--- config.mk ---
export PLATFORM = sky130hd
export DESIGN_NAME = stack_unit
export DESIGN_NICKNAME = d
export VERILOG_FILES = /design/src/rtl/stack_unit.sv
export SDC_FILE = /design/constraint.sdc
export NUM_CORES = 1
export LEC_CHECK = 0
export ABC_AREA = 0
export CAP_MARGIN = 5
export CORE_MARGIN = 2
export CORE_UTILIZATION = 50
export DETAILED_ROUTE_END_ITERATION = 10
export GPL_ROUTABILITY_DRIVEN = 0
export PLACE_DENSITY = 0.71
export SYNTH_ARGS = -nofsm -noshare
export SYNTH_HDL_FRONTEND = slang
export SYNTH_SLANG_ARGS = --single-unit
--- constraint.sdc ---
create_clock -name clk -period 7.9 [get_ports clk]
set_input_delay 0.79 -clock clk [delete_from_list [all_inputs] [get_ports clk]]
set_output_delay 0.79 -clock clk [all_outputs]
set_load 0.005 [all_outputs]
--- src/rtl/stack_unit.sv ---
// LIFO stack over a DEPTH x WIDTH register array with sticky overflow/underflow flags.
// push+pop in one cycle replaces the top entry (or pushes when the stack is empty).
module stack_unit #(
    parameter int WIDTH = 8,
    parameter int DEPTH = 8,
    parameter int AW    = 3
) (
    input  logic             clk,
    input  logic             rst,
    input  logic             push,
    input  logic             pop,
    input  logic             tos,
    input  logic [WIDTH-1:0] din,
    input  logic             err_clr,
    output logic [WIDTH-1:0] dout,
    output logic [AW:0]      count,
    output logic             empty,
    output logic             full,
    output logic             ovf,
    output logic             udf
);

    localparam logic [AW:0] SP_FULL = DEPTH[AW:0];
    localparam logic [AW:0] SP_ONE  = {{AW{1'b0}}, 1'b1};

    logic [WIDTH-1:0] mem_q [DEPTH];
    logic [AW:0]      sp_q, sp_d;
    logic             ovf_q, ovf_d;
    logic             udf_q, udf_d;
    logic [AW:0]      sp_m1;
    logic             wr_en;
    logic [AW-1:0]    wr_addr;

    // tos only qualifies dout for the consumer; the stack itself ignores it.
    logic unused_tos;
    assign unused_tos = tos;

    assign sp_m1 = sp_q - SP_ONE;
    assign empty = (sp_q == '0);
    assign full  = (sp_q == SP_FULL);
    assign count = sp_q;
    assign ovf   = ovf_q;
    assign udf   = udf_q;
    assign dout  = empty ? '0 : mem_q[sp_m1[AW-1:0]];

    always_comb begin
        sp_d    = sp_q;
        ovf_d   = ovf_q & ~err_clr;
        udf_d   = udf_q & ~err_clr;
        wr_en   = 1'b0;
        wr_addr = sp_q[AW-1:0];
        unique case ({push, pop})
            2'b10: begin
                if (full) begin
                    ovf_d = 1'b1;
                end else begin
                    wr_en = 1'b1;
                    sp_d  = sp_q + SP_ONE;
                end
            end
            2'b01: begin
                if (empty) begin
                    udf_d = 1'b1;
                end else begin
                    sp_d = sp_m1;
                end
            end
            2'b11: begin
                // Replace on an empty stack degenerates into a plain push into slot 0.
                wr_en = 1'b1;
                if (empty) begin
                    wr_addr = '0;
                    sp_d    = SP_ONE;
                end else begin
                    wr_addr = sp_m1[AW-1:0];
                end
            end
            default: ;
        endcase
    end

    always_ff @(posedge clk or negedge rst) begin
        if (!rst) begin
            sp_q  <= '0;
            ovf_q <= 1'b0;
            udf_q <= 1'b0;
        end else begin
            sp_q  <= sp_d;
            ovf_q <= ovf_d;
            udf_q <= udf_d;
        end
    end

    // Array contents are unobservable while empty, so they carry no reset.
    always_ff @(posedge clk) begin
        if (wr_en) begin
            mem_q[wr_addr] <= din;
        end
    end

endmodule

==> Flow_metrics.wiki <==
{| class="wikitable"
! Metric !! Value
|-
| RSZ-0062 raised after global routing || no
|-
| Final wirelength || 5.931 mm
|-
| Flip-flop and latch count after synthesis || 70
|-
| Number of warnings printed during yosys synthesis || 0
|-
| Summed negative setup slack over all endpoints || 0 ns
|-
| Clock H-tree levels || 3
|-
| Setup crit end kind || output pin
|-
| Register-to-register setup slack || 4.20 ns
|-
| Remaining antenna violation count after routing || 0
|-
| Residual DRC || 0
|-
| Placeable core region || 5921 µm²
|-
| Final critical-path required period || 4.040 ns
|-
| Full die area || 6784 µm²
|-
| Clock network latency to the later pin of the worst-skew pair || 0.34 ns
|-
| Global-route total usage across every layer || 19.42%
|-
| Count of pins on the block boundary || 30
|-
| Share of total power in sequential cells || 37.0%
|-
| Via/cell ratio || 5.842
|-
| Total clock buffers created by CTS || 9
|-
| Worst Hold Endpoint || udf
|-
| Start point of the worst min-delay path || udf
|-
| Reg2Reg Capture Point || mem_q[0][3]
|-
| Hold Path Class || reg -> reg
|-
| Number of detailed-routing iterations run before antenna repair || 4
|-
| Number of pins exceeding their max-slew limit in the final report || 0
|-
| Async S/R FF share, synth || 8.571%
|-
| Most common flop cell mapped by yosys || sky130_fd_sc_hd__edfxtp_1
|-
| Share of the synthesized area in the top cell type || 62.59%
|-
| Average footprint of a synthesized cell || 16.60 µm²
|-
| Effective utilization at floorplan || 51.86%
|-
| Area growth from synthesis to layout || 16.26%
|-
| Count of different cell masters after synthesis || 42
|-
| Pwr Density || 379.0 nW/µm²
|-
| Num rows || 28
|-
| Worst slew slack as a fraction of its limit || 30.41%
|-
| Kind of critical path || reg -> out
|-
| Max Clock Freq || 247.5 MHz
|-
| Layout cells sized above 1 || 19.30%
|-
| Share of synthesized area occupied by flip-flops and latches || 67.48%
|-
| Slew @ Worst Pin || 1.039 ns
|-
| Cells after synthesis || 185
|-
| Part of the power in the clock network || 17.4%
|-
| Number of antenna violations at the first check in global routing || 0
|-
| P_sw || 0.4562 mW
|-
| Source of the worst register-to-register timing path || count[0]
|-
| Library cell with the largest summed area after synthesis || sky130_fd_sc_hd__edfxtp_1
|-
| Number of cells on the worst reg-to-reg path || 7
|-
| Outcome || finished, final reports clean
|-
| Post-CTS setup repair buffer count || 0
|-
| Cell internal power dissipation || 0.8968 mW
|-
| Count of hold buffers inserted by post-cts repair || 0
|-
| Final Hold Fails || 0
|-
| Post-cts sizing count || 0
|-
| Area taken by multi-input logic gates || 877.1 µm²
|-
| Main area contributors after synthesis || sky130_fd_sc_hd__edfxtp_1, sky130_fd_sc_hd__mux4_2, sky130_fd_sc_hd__dfrtp_1
|-
| Leakage power of the design || 1.220 nW
|-
| Half-perimeter wire length of the detailed placement result || 3.763 mm
|-
| Cell area after placement || 3413 µm²
|-
| Clock-pin slew of the registers on the worst-case setup and hold paths || 0.07 ns
|-
| TritonCTS clock tree || built
|-
| Cell chosen for the clock root || sky130_fd_sc_hd__clkbuf_8
|-
| Total Power Consumption || 1.353 mW
|-
| Diodes inserted || 0
|-
| Hold WS || 0.4979 ns
|-
| Global-route wire length before repair || 9.101 mm
|-
| Clock Path Buffers || 2
|-
| Overall via count from detail_route || 1770
|-
| Horizontal die dimension || 82.37 µm
|-
| WP data required || 7.11 ns
|-
| Y dimension of the die || 82.37 µm
|-
| Number of failing setup endpoints in the final timing report || 0
|-
| Number of max-cap violations || 0
|-
| Largest driver fanout on the critical path || 25
|-
| Combinational Power Share || 45.6%
|-
| Largest net degree at the start of global routing || 26
|-
| Initial DRC count || 183
|-
| Routed WL per cell || 19.57 µm
|-
| TritonCTS Sinks || 70
|-
| Worst clock skew || 0.009546 ns
|-
| Layout fillers || 438
|-
| Area of the mapped netlist || 3070 µm²
|-
| Port Buffer Count || 28
|-
| Sum of overflow across all layers after global routing || 0
|-
| Arrival time of data at the critical path endpoint || 3.25 ns
|-
| Number of global-route vias before repair || 1704
|-
| Most repeated cell in the gate-level netlist after synthesis || sky130_fd_sc_hd__edfxtp_1
|-
| Layout Nets || 240
|-
| Worst voltage drop across the vdd grid || 0.0002390 V
|-
| Post-Syn Nets || 202
|-
| Sequential standard cell area || 2072 µm²
|-
| Switching power as a share of total power || 33.72%
|-
| Final critical-path share of the clock period || 51.14%
|-
| Most frequent cells after synthesis || sky130_fd_sc_hd__edfxtp_1, sky130_fd_sc_hd__nand2_1, sky130_fd_sc_hd__a21oi_1, sky130_fd_sc_hd__mux4_2, sky130_fd_sc_hd__nor3_1
|-
| Post-route cell area || 3570 µm²
|-
| Post-synth EDFFs || 64
|-
| Number of instances on the worst hold path || 1
|-
| Startpoint type of the worst setup path || flip-flop
|}
## worst max path at each step
stage | startpoint | end | cells after the start
finish | count[0] | dout[4] | 7
global route | count[0] | dout[0] | 7
CTS | count[0] | dout[4] | 7
detailed placement | count[0] | mem_q[1][6] | 7
global placement | count[0] | dout[5] | 7
floorplan | count[0] | mem_q[2][0] | 8
## power groups by stage
stage               clock network [mW]  logic [mW]  registers (mW)
floorplan                            0       0.410           0.493
global placement                     0       0.612           0.504
detailed placement                   0       0.622           0.509
CTS                              0.237       0.628           0.501
global route                     0.258       0.672           0.506
finish                           0.235       0.617           0.501
## critical path: stages, from the launching register on
cell	delay (ns)
sky130_fd_sc_hd__dfrtp_1	0.32
sky130_fd_sc_hd__buf_4	0.36
sky130_fd_sc_hd__inv_1	0.21
sky130_fd_sc_hd__ha_1	0.89
sky130_fd_sc_hd__mux4_2	0.34
sky130_fd_sc_hd__nand2_1	0.05
sky130_fd_sc_hd__a21oi_1	0.20
sky130_fd_sc_hd__clkdlybuf4s50_1	0.53
## layout by cell type, fill, tap and decap left out, drive strengths merged, types with 3 or more instances in the layout
master	synthesis	layout
o22ai	3	3
nor3	9	9
buf	9	9
ha	3	3
clkinv	0	5
dfrtp	6	6
clkdlybuf4s50	0	28
nand2	22	22
a21oi	15	15
clkbuf	1	10
mux4	16	16
edfxtp	64	64
inv	6	6
nor2	4	4
## sequential cells by signal, summed over array words and instances, names as in the netlist
register / count
udf: 1
ovf: 1
count: 4
mem_q: 64
## per-stage QoR
| step | setup slack (ns) | utilization [%] | instances |
|---|---|---|---|
| after floorplan | 5.150 | - | 185 |
| after global placement | 4.216 | 57.65 | 287 |
| after detailed placement | 4.154 | 57.65 | 287 |
| after CTS | 3.786 | 60.29 | 303 |
| after global routing | 3.630 | 60.29 | 303 |
| final | 3.860 | 60.29 | 303 |
## final cells by class
class	count	area share [%]
repair buffers	37	9.744
inverters	6	0.6309
clock inverters	6	0.8062
multi-input cells	99	24.57
flip-flops and latches	70	58.04
well taps	75	2.629
clock buffers	10	3.575
## cells by family after synthesis
family | Yosys count | share of synthesized area, %
fa+ha+maj | 3 | 1.223
flops | 70 | 67.48
buf+inv | 16 | 3.953
xor+xnor | 2 | 0.8152
compound gates | 30 | 6.235
mux | 19 | 12.88
simple gates | 45 | 7.417
## per-layer routing
metal | share of wire [%] | global-route usage, %
met5 | 0 | 0
met4 | 0.93 | 6.500
met2 | 52 | 31.29
met1 | 42 | 26.50
met3 | 4.7 | 4.239
Power figures use the tool's default switching activity.
